<file path="src/rtl/if_fetch_ctrl_pkg.sv">
// Shared constants for the instruction-fetch controller: reset vector,
// fetch state encodings and the next-PC source tags.
package if_fetch_ctrl_pkg;

   localparam logic [31:0] RESET_PC_DEFAULT = 32'hBFC0_0000;
   localparam logic [31:0] ZERO_WORD        = 32'h0000_0000;

   localparam logic [1:0] FS_REQ  = 2'd0;
   localparam logic [1:0] FS_WAIT = 2'd1;
   localparam logic [1:0] FS_HOLD = 2'd2;

   typedef enum logic [1:0] {
      SRC_SEQ  = 2'd0,
      SRC_PEND = 2'd1,
      SRC_BP   = 2'd2
   } adv_src_e;

   function automatic logic pc_misaligned(input logic [31:0] pc);
      return pc[1:0] != 2'b00;
   endfunction

endpackage

</file>
<file path="src/rtl/if_fetch_ctrl_next_pc_sel.sv">
// Next-PC priority mux: redirect target (exception over EX mispredict) and
// the address to fetch after the current instruction is consumed.
module if_fetch_ctrl_next_pc_sel
   import if_fetch_ctrl_pkg::*;
(
   input  logic        exc_valid,
   input  logic [31:0] exc_pc,
   input  logic        redirect_valid,
   input  logic [31:0] redirect_pc,
   input  logic        bp_taken,
   input  logic [31:0] bp_target,
   input  logic        pend_tgt_v,
   input  logic [31:0] pend_tgt,
   input  logic [31:0] fetch_pc,
   output logic        redir_event,
   output logic [31:0] redir_pc,
   output logic [31:0] adv_pc
);

   adv_src_e adv_src;

   always_comb begin
      redir_event = exc_valid | redirect_valid;
      redir_pc    = exc_valid ? exc_pc : redirect_pc;
   end

   // A prediction arriving in the very cycle its delay slot is consumed is used directly.
   always_comb begin
      if (bp_taken) begin
         adv_src = SRC_BP;
      end else if (pend_tgt_v) begin
         adv_src = SRC_PEND;
      end else begin
         adv_src = SRC_SEQ;
      end
      case (adv_src)
         SRC_BP:   adv_pc = bp_target;
         SRC_PEND: adv_pc = pend_tgt;
         default:  adv_pc = fetch_pc + 32'd4;
      endcase
   end

endmodule

</file>
<file path="src/rtl/if_fetch_ctrl.sv">
// Instruction-fetch controller: owns the fetch PC, runs a single-outstanding
// instruction-memory handshake and presents {pc, inst} to the IF/ID register.
module if_fetch_ctrl
   import if_fetch_ctrl_pkg::*;
#(
   parameter logic [31:0] RESET_PC = RESET_PC_DEFAULT
) (
   input  logic        clk,
   input  logic        rst,
   input  logic        stall,
   input  logic        exc_valid,
   input  logic [31:0] exc_pc,
   input  logic        redirect_valid,
   input  logic [31:0] redirect_pc,
   input  logic        bp_taken,
   input  logic [31:0] bp_target,
   output logic        inst_req,
   output logic [31:0] inst_addr,
   input  logic        inst_addr_ok,
   input  logic [31:0] inst_rdata,
   input  logic        inst_data_ok,
   output logic        if_valid,
   output logic [31:0] if_pc,
   output logic [31:0] if_inst,
   output logic        if_adel
);

   logic [1:0]  state_q, state_d;
   logic [31:0] fetch_pc_q, fetch_pc_d;
   logic [31:0] req_pc_q, req_pc_d;
   logic [31:0] pend_tgt_q, pend_tgt_d;
   logic        pend_tgt_v_q, pend_tgt_v_d;
   logic        discard_q, discard_d;
   logic        if_valid_q, if_valid_d;
   logic [31:0] if_pc_q, if_pc_d;
   logic [31:0] if_inst_q, if_inst_d;
   logic        if_adel_q, if_adel_d;

   logic        redir_event;
   logic [31:0] redir_pc;
   logic [31:0] adv_pc;
   logic        fetch_misaligned;
   logic        consume;

   if_fetch_ctrl_next_pc_sel u_next_pc_sel (
      .exc_valid      (exc_valid),
      .exc_pc         (exc_pc),
      .redirect_valid (redirect_valid),
      .redirect_pc    (redirect_pc),
      .bp_taken       (bp_taken),
      .bp_target      (bp_target),
      .pend_tgt_v     (pend_tgt_v_q),
      .pend_tgt       (pend_tgt_q),
      .fetch_pc       (fetch_pc_q),
      .redir_event    (redir_event),
      .redir_pc       (redir_pc),
      .adv_pc         (adv_pc)
   );

   assign fetch_misaligned = pc_misaligned(fetch_pc_q);
   assign inst_req         = !rst && (state_q == FS_REQ) && !fetch_misaligned;
   assign inst_addr        = fetch_pc_q;
   assign consume          = if_valid_q && !stall;

   assign if_valid = if_valid_q;
   assign if_pc    = if_pc_q;
   assign if_inst  = if_inst_q;
   assign if_adel  = if_adel_q;

   always_comb begin
      state_d      = state_q;
      fetch_pc_d   = fetch_pc_q;
      req_pc_d     = req_pc_q;
      pend_tgt_d   = pend_tgt_q;
      pend_tgt_v_d = pend_tgt_v_q;
      discard_d    = discard_q;
      if_valid_d   = if_valid_q;
      if_pc_d      = if_pc_q;
      if_inst_d    = if_inst_q;
      if_adel_d    = if_adel_q;

      // The predicted branch's delay slot is whatever is in flight or held now.
      if (bp_taken) begin
         pend_tgt_d   = bp_target;
         pend_tgt_v_d = 1'b1;
      end

      case (state_q)
         FS_REQ: begin
            if (fetch_misaligned) begin
               if_valid_d = 1'b1;
               if_adel_d  = 1'b1;
               if_inst_d  = ZERO_WORD;
               if_pc_d    = fetch_pc_q;
               state_d    = FS_HOLD;
            end else if (inst_addr_ok) begin
               req_pc_d = fetch_pc_q;
               state_d  = FS_WAIT;
            end
         end
         FS_WAIT: begin
            if (inst_data_ok) begin
               if (discard_q) begin
                  discard_d = 1'b0;
                  state_d   = FS_REQ;
               end else begin
                  if_valid_d = 1'b1;
                  if_adel_d  = 1'b0;
                  if_pc_d    = req_pc_q;
                  if_inst_d  = inst_rdata;
                  state_d    = FS_HOLD;
               end
            end
         end
         FS_HOLD: begin
            if (consume) begin
               if_valid_d   = 1'b0;
               fetch_pc_d   = adv_pc;
               pend_tgt_v_d = 1'b0;
               state_d      = FS_REQ;
            end
         end
         default: state_d = FS_REQ;
      endcase

      // Redirects override everything above, including a stalled held instruction.
      if (redir_event) begin
         fetch_pc_d   = redir_pc;
         pend_tgt_v_d = 1'b0;
         if_valid_d   = 1'b0;
         if_adel_d    = 1'b0;
         if ((state_q == FS_WAIT) && !inst_data_ok) begin
            discard_d = 1'b1;
            state_d   = FS_WAIT;
         end else if (inst_req && inst_addr_ok) begin
            discard_d = 1'b1;
            state_d   = FS_WAIT;
         end else begin
            discard_d = 1'b0;
            state_d   = FS_REQ;
         end
      end
   end

   always_ff @(posedge clk) begin
      if (rst) begin
         state_q      <= FS_REQ;
         fetch_pc_q   <= RESET_PC;
         req_pc_q     <= ZERO_WORD;
         pend_tgt_q   <= ZERO_WORD;
         pend_tgt_v_q <= 1'b0;
         discard_q    <= 1'b0;
         if_valid_q   <= 1'b0;
         if_pc_q      <= ZERO_WORD;
         if_inst_q    <= ZERO_WORD;
         if_adel_q    <= 1'b0;
      end else begin
         state_q      <= state_d;
         fetch_pc_q   <= fetch_pc_d;
         req_pc_q     <= req_pc_d;
         pend_tgt_q   <= pend_tgt_d;
         pend_tgt_v_q <= pend_tgt_v_d;
         discard_q    <= discard_d;
         if_valid_q   <= if_valid_d;
         if_pc_q      <= if_pc_d;
         if_inst_q    <= if_inst_d;
         if_adel_q    <= if_adel_d;
      end
   end

endmodule
</file>
<file path="config.mk">
export PLATFORM = sky130hd
export DESIGN_NAME = if_fetch_ctrl
export DESIGN_NICKNAME = d
export VERILOG_FILES = /design/src/rtl/if_fetch_ctrl_pkg.sv /design/src/rtl/if_fetch_ctrl_next_pc_sel.sv /design/src/rtl/if_fetch_ctrl.sv
export SDC_FILE = /design/constraint.sdc
export NUM_CORES = 1
export LEC_CHECK = 0
export ABC_CLOCK_PERIOD_IN_PS = 6970
export CORE_MARGIN = 10
export CORE_UTILIZATION = 52
export CTS_CLUSTER_SIZE = 25
export DETAILED_ROUTE_END_ITERATION = 6
export PLACE_DENSITY = 0.83
export SYNTH_ARGS = -nofsm -noshare
export SYNTH_HDL_FRONTEND = slang
export SYNTH_HIERARCHICAL = 1
export SYNTH_SLANG_ARGS = --single-unit
</file>
<file path="constraint.sdc">
create_clock -name clk -period 6.97 [get_ports clk]
set_clock_uncertainty 0.15 [all_clocks]
set_input_delay 2.091 -clock clk [delete_from_list [all_inputs] [get_ports clk]]
set_output_delay 2.091 -clock clk [all_outputs]
set_load 0.01 [all_outputs]
</file>
-- Word level (Yosys, flattened, before mapping)
Cells that the tools add are included.
- register bits after elaboration: 166
- logic and storage cells: 88
- output and inout port bits: 99
- RAM bits: 0
- memories kept: 0
- bits of input ports: 136
- ROM bits: 0
- bits in latches: 0
- $mul: 0
- eq/ne operators: 11
- magnitude comparators: 0
- reductions and logical operators: 24
- mux-type cells: 40
- bitwise logic cells: 2
- $add $sub $neg: 1
- shifts and indexed selects: 0
- div/mod/pow operators: 0
- operator list (operator ; number):
    2-to-1 mux 32 bit ; 10
    one-hot mux 32 bit (2 select lines) ; 3
    adder 32 x 3 -> 32 bit (second input constant) ; 1
    2-to-1 mux 1 bit ; 17
    2-to-1 mux 2 bit ; 7
    nonzero test 2 bit ; 6
    != test 2 bit (second input constant) ; 4
    != test 3 bit (second input constant) ; 2
    one-hot mux 2 bit (3 select lines) ; 1
    AND reduction 3 bit ; 2
    logical AND 1 bit ; 5
    AND reduction 5 bit ; 1
    == test 2 x 1 -> 1 bit (second input constant) ; 2
    == test 2 bit (second input constant) ; 2
    logical NOT 1 bit ; 4
    != test 4 bit (second input constant) ; 1
    AND reduction 2 bit ; 2
    AND reduction 4 bit ; 1
    one-hot mux 1 bit (3 select lines) ; 1
    nonzero test 3 bit ; 1
    logical NOT 2 bit ; 1
    one-hot mux 1 bit (2 select lines) ; 1
    OR reduction 2 bit ; 1
    NOT 1 bit ; 1
    OR 1 bit ; 1

-- Depth between registers and ports, before layout
Gate-level depths: netlist of run 1.
- depth in word-level cells: 7
- mapped depth: 8
- mapped depth without buffers: 8

-- By module
Netlist of run 1, hierarchy kept.
- modules (own cells, without submodules) (module ; area each (µm²) ; cells an instance ; seq. area each (µm²) ; instances):
    if_fetch_ctrl ; 6745.2 ; 717 ; 3323.2 ; 1
    if_fetch_ctrl_next_pc_sel ; 1527.7 ; 209 ; 0.0 ; 1

-- Worst setup path after synthesis of run 1
No wires, ideal clock.
- path type: input to output
- start point: input rst
- end point: output inst_req
- data required time: 4729 ps
- stages on the path: 3
- slack: 1979 ps
- path buffers: 2
- arrival time: 2750 ps
- cell sequence: clkbuf_1 buf_1 nor2_1
- word-level cells in the longest chain between the ends: 3
- ends and longest elaborated chain (item ; RTL line ; RTL):
    start: declaration ; if_fetch_ctrl.sv:9 ; input logic rst,
    logical NOT 1 bit ; if_fetch_ctrl.sv:61 ; assign inst_req = !rst && (state_q == FS_REQ) && !fetch_misaligned;
    logical AND 1 bit (2 in series) ; if_fetch_ctrl.sv:61 ;
    end: declaration ; if_fetch_ctrl.sv:17 ; output logic inst_req,
No other way between the ends.

-- Worst setup path in the final report of run 1
Ends and elaborated chain as after synthesis.

==> results of run 1 <==
-- state kept, by name, indices dropped and copies added (netlist names) --
name and flops:
if_inst 32, if_pc 32, inst_addr 32, pend_tgt_q 32, req_pc_q 32, state_q 2, discard_q 1, if_adel 1
if_valid 1, pend_tgt_v_q 1
-- how the worst max path moves through the flow --
stage               start  slack (ns)  cells after the start  endpoint
floorplan             rst        1.98                      3  inst_req
global placement      rst        1.89                      3  inst_req
detailed placement    rst        1.84                      3  inst_req
finish                rst        1.84                      3  inst_req
CTS                   rst        1.84                      3  inst_req
global route          rst        1.83                      3  inst_req
-- through the flow --
stage / total power, mW / cells / hold WS, ns / cell area [µm²] / setup slack (ns)
after detailed placement: 1.63 / 1303 / 0.316 / 10600 / 1.84
final: 2.59 / 1334 / 0.324 / 11200 / 1.84
after floorplan: 1.37 / 926 / 0.303 / 8270 / 1.98
after global routing: 2.68 / 1334 / 0.338 / 11200 / 1.83
after CTS: 2.60 / 1334 / 0.325 / 11200 / 1.84
after global placement: 1.61 / 1303 / 0.309 / 10600 / 1.89
-- power by group through the flow --
stage | Clock (mW) | Combinational, mW | Sequential (mW)
CTS | 0.989 | 0.521 | 1.09
global route | 1.02 | 0.563 | 1.10
global placement | 0 | 0.508 | 1.11
finish | 0.980 | 0.521 | 1.09
floorplan | 0 | 0.258 | 1.11
detailed placement | 0 | 0.517 | 1.11
-- final cells by class --
cell class	count	area, µm²	area share [%]
Multi-Input combinational cell	667	4550	40.6
Tap cell	216	270	2.41
Clock buffer	21	470	4.19
Inverter	5	18.8	0.167
Clock inverter	10	145	1.29
Sequential cell	166	3320	29.6
Timing Repair Buffer	249	2450	21.8
-- worst max-delay path, cell delays in order --
cell,delay (ns)
buf_4,0.11
nor2_1,0.12
clkdlybuf4s50_1,0.56
-- cell families after synthesis --
family | count (synthesis)
AOI/OAI and AO/OA | 285
and+or+nand+nor | 218
DFF | 166
muxes | 136
buffers and inverters | 93
xor gates and xnor gates | 27
adders and majority gates | 1
-- layer usage --
| layer | part of all wire (%) | global-route usage [%] | wire length (µm) |
|---|---|---|---|
| met5 | 0 | 0 | 0 |
| met1 | 41 | 28.5 | 10900 |
| met2 | 48 | 39.3 | 12900 |
| met4 | 3.6 | 11.5 | 951 |
| met3 | 7.0 | 5.96 | 1880 |
-- placed cells by master, fill, tap and decap left out, drive strengths merged, types with 5 or more instances in the layout --
cell	count
clkdlybuf4s50	232
dfxtp	166
mux2i	102
a211oi	87
a21oi	83
nor2	80
o21ai	58
nand2	52
nand3	41
mux2	34
o211ai	32
clkbuf	21
xor2	17
buf	17
a22oi	13
nand4	11
xnor2	10
o22ai	6
inv	6
or2	5
==> flow_metrics.tcl, run 1 <==
set metrics [dict create \
    status "finished clean" \
    post_cts_buffers 0 \
    synthMuxAreaShare_pct 17.0 \
    setup_tns_ns 0 \
    powerDensity_nw_per_um2 231 \
    cp-end-kind "primary output" \
    synthAdderAreaFrac_pct 0.151 \
    cts_max_path_buffers 2 \
    synth_flop_cell "dfxtp_1" \
    synth_top_area_share_pct 40.2 \
    worst_r2r_path_depth 8 \
    grt_overflow 0 \
    die_area_um2 21400 \
    yosysSeqAreaShare_pct 40.2 \
    critical_path_class "in -> out" \
    swShare_pct 27.6 \
    grt_usage_pct 23.9 \
    gp_congestion 0.858 \
    slew_violations 0 \
    ys_seq_elements 166 \
    seq_power_share_pct 42.0 \
    synth_area_leaders "dfxtp_1, mux2i_1, a211oi_1" \
    cts_buffers 17 \
    die_h_um 146 \
    hold_class "reg -> reg" \
    worst_pin_slew_ns 1.14 \
    final_util_pct 71.5 \
    synth_commonest_cells "dfxtp_1, mux2i_1, a211oi_1" \
    via_per_inst 5.92 \
    post_cts_resized 0 \
    synth_compound_area_share_pct 21.7 \
    holdPathEnd "req_pc_q[31]" \
    synth_cell_type_count 50 \
    die_w_um 146 \
    critPathLaunchType "input port" \
    syn-num-nets 1063 \
    min_period_ns 5.13 \
    required_ns 4.73 \
    r2r_start "inst_addr[2]" \
    synthesis.area_um2 8270 \
    n_antenna_cell 0 \
    synth_top_family_by_area "compound AO/OA/AOI/OAI gates" \
    power.internal_mw 1.88 \
    firstDrtPassIters 5 \
    cts_max_level 4 \
    switchingPower_uw 715 \
    cp_max_fo 2 \
    fin_crit_sh_pct 73.6 \
    port_buffers 234 \
    synthCells 926 \
    p_comb_share_pct 20.1 \
    drt_wl_total_mm 26.6 \
    tritoncts "built" \
    ir_worst_vdd_v 0.000176 \
    num_vias 7902 \
    setup_violations 0 \
    drive_gt1_share_pct 9.12 \
    finalHoldViolations 0 \
    r2r_slack_ns 4.27 \
    grt_pass1_vias 7739 \
    async_reset_ff_share_pct 0 \
    ys_warn_count 6 \
    leakage_nw 4.09 \
    hold_depth 2 \
    p_clk_share_pct 37.8 \
    slew_headroom_pct 24.0 \
    r2r-end "inst_addr[20]" \
    ant_nets 0 \
    maxCapViolations 0 \
    antenna_found_initial 0 \
    final_nets 1243 \
    worstSkewPairLatency_ns 0.43 \
    clkTransAtPathRegs_ns 0.06 \
    ioPinCount 235 \
    wl_per_cell_um 20.0 \
    synth_top_cell_by_area "dfxtp_1" \
    synth-xor-area-share_pct 2.86 \
    cts.sink_count 166 \
    fill_cells 1224 \
    root_buffer "clkbuf_16" \
    max_freq_mhz 195 \
    drc_errors 0 \
    postSynthAreaPerCell_um2 8.93 \
    grt_max_degree 96 \
    num_rows 46 \
    grt_pass1_wl_mm 42.0 \
    place_hpwl_mm 18.3 \
    initialDrtViolationCount 754 \
    cts_hold_buf 0 \
    area_delta_synth_final_pct 35.7 \
    synth-edff-count 0 \
    hp-start "req_pc_q[31]" \
    yosysMostFrequentCell "dfxtp_1" \
    coreArea_um2 15700 \
    yosys.area_share.simple_pct 13.2 \
    start_util_pct 52.7 \
    grt_setup_unrepaired "no" \
    cp_data_arrival_time_ns 2.89 \
]
Power figures use the tool's default switching activity.
==> run 2: changes to the inputs <==
--- a/config.mk
+++ b/config.mk
@@ -5,12 +5,12 @@
 export SDC_FILE = /design/constraint.sdc
 export NUM_CORES = 1
 export LEC_CHECK = 0
-export ABC_CLOCK_PERIOD_IN_PS = 6970
+export ABC_CLOCK_PERIOD_IN_PS = 4220
 export CORE_MARGIN = 10
-export CORE_UTILIZATION = 52
+export CORE_UTILIZATION = 44
 export CTS_CLUSTER_SIZE = 25
 export DETAILED_ROUTE_END_ITERATION = 6
-export PLACE_DENSITY = 0.83
+export PLACE_DENSITY = 0.75
 export SYNTH_ARGS = -nofsm -noshare
 export SYNTH_HDL_FRONTEND = slang
 export SYNTH_HIERARCHICAL = 1
==> constraint.sdc (replaced) <==
create_clock -name clk -period 4.22 [get_ports clk]
set_clock_uncertainty 0.15 [all_clocks]
set_input_delay 1.266 -clock clk [delete_from_list [all_inputs] [get_ports clk]]
set_output_delay 1.266 -clock clk [all_outputs]
set_load 0.01 [all_outputs]
==> flow_metrics.tcl, run 2 (synthesized netlist as in run 1, its figures left out) <==
set metrics [dict create \
    grt_pass1_vias 7744 \
    drive_gt1_share_pct 9.61 \
    startpoint "rst" \
    maxCapViolations 0 \
    grt_usage_pct 21.1 \
    cts.sink_count 166 \
    port_buffers 234 \
    ir_worst_vdd_v 0.000306 \
    tritoncts "built" \
    r2r-end "inst_addr[20]" \
    hold_class "reg -> reg" \
    grt_max_degree 84 \
    die_h_um 157 \
    slew_violations 0 \
    antenna_found_initial 1 \
    post_cts_buffers 0 \
    final_util_pct 60.8 \
    critical_path_class "in -> out" \
    r2r_start "inst_addr[2]" \
    fin_crit_sh_pct 84.9 \
    critPathLaunchType "input port" \
    post_cts_resized 0 \
    r2r_slack_ns 1.48 \
    hp-start "req_pc_q[15]" \
    coreArea_um2 18600 \
    via_per_inst 5.72 \
    num_rows 50 \
    num_vias 7780 \
    slew_headroom_pct 15.4 \
    grt_pass1_wl_mm 42.0 \
    power.total_mw 4.27 \
    initialDrtViolationCount 620 \
    cp-end-kind "primary output" \
    ant_nets 0 \
    gp_congestion 0.832 \
    area_delta_synth_final_pct 36.5 \
    worst_r2r_path_depth 8 \
    cts_max_level 4 \
    final_cell_mix "clkdlybuf4s50_1, dfxtp_1, mux2i_1" \
    setup_tns_ns 0 \
    final_nets 1249 \
    leakage_nw 4.12 \
    setup_violations 0 \
    worst_pin_slew_ns 1.26 \
    grt_setup_unrepaired "no" \
    powerDensity_nw_per_um2 378 \
    cts_max_path_buffers 2 \
    cts_hold_buf 0 \
    wl_per_cell_um 19.9 \
    clkTransAtPathRegs_ns 0.07 \
    cts_buffers 17 \
    ioPinCount 235 \
    hold_depth 2 \
    cp_data_arrival_time_ns 2.17 \
    drt_wl_total_mm 27.1 \
    required_ns 2.80 \
    die_area_um2 24700 \
    status "finished clean" \
    min_period_ns 3.58 \
    firstDrtPassIters 7 \
    grt_overflow 0 \
    holdPathEnd "req_pc_q[15]" \
    start_util_pct 44.5 \
    drc_errors 0 \
    max_freq_mhz 279 \
    root_buffer "clkbuf_16" \
    worstSkewPairLatency_ns 0.43 \
    place_hpwl_mm 18.7 \
    die_w_um 157 \
    mostFrequentLayoutCell "clkdlybuf4s50_1" \
    finalHoldViolations 0 \
    cp_max_fo 28 \
]
==> run 2: changes by cell type in the layout (fill, tap and decap cells not counted) <==
cell             change
buf_12               +1
clkdlybuf4s50_1      -1
inv_6                -1
clkinvlp_4           -1
clkbuf_1             +1
diode_2              +1
clkinv_4             +2
buf_4                +5
clkbuf_8             -2
clkinv_2             +1
buf_2                +1
==> run 2: layout make-up <==
class	count	area, µm²
multi-input cells	667	4550
diodes	1	2.50
well taps	234	293
repair buffers	255	2500
flip-flops and latches	166	3320
clock inverters	11	151
inverters	5	18.8
clock buffers	20	447
fillers	1594	7290
==> run 2: critical path, stage by stage <==
cell	delay [ns]
buf_4	0.21
nor2_1	0.14
clkdlybuf4s50_1	0.55
==> run 2: how the worst max path moves through the flow <==
stage                          end  cells after the start
after floorplan           inst_req                      3
after global placement    inst_req                      3
after detailed placement  inst_req                      3
after CTS                 inst_req                      3
after global routing      inst_req                      4
final                     inst_req                      3
==> run 2: metrics by stage <==
| stage | instances | hold WS [ns] | setup slack (ns) | area (µm²) |
|---|---|---|---|---|
| finish | 1359 | 0.326 | 0.637 | 11300 |
| CTS | 1358 | 0.325 | 0.635 | 11300 |
| floorplan | 926 | 0.303 | 0.879 | 8270 |
| global route | 1359 | 0.341 | 0.592 | 11300 |
| global placement | 1327 | 0.310 | 0.648 | 10700 |
| detailed placement | 1327 | 0.316 | 0.634 | 10700 |
==> run 2: per-layer routing <==
metal  track usage, %  part of all wire, %  up-vias
met5                0                    0        -
met4             5.16                  1.1        0
met3             6.52                  7.3       19
met2             36.0                   49      223
met1             25.3                   42     3773
li1                 -                    -     3765
==> run 2: where the power goes <==
group / leakage (nW) / internal, mW / total (mW) / switching (mW)
Combinational: 2.46 / 0.438 / 0.869 / 0.430
Sequential: 1.36 / 1.68 / 1.80 / 0.114
Clock: 0.290 / 0.947 / 1.60 / 0.656
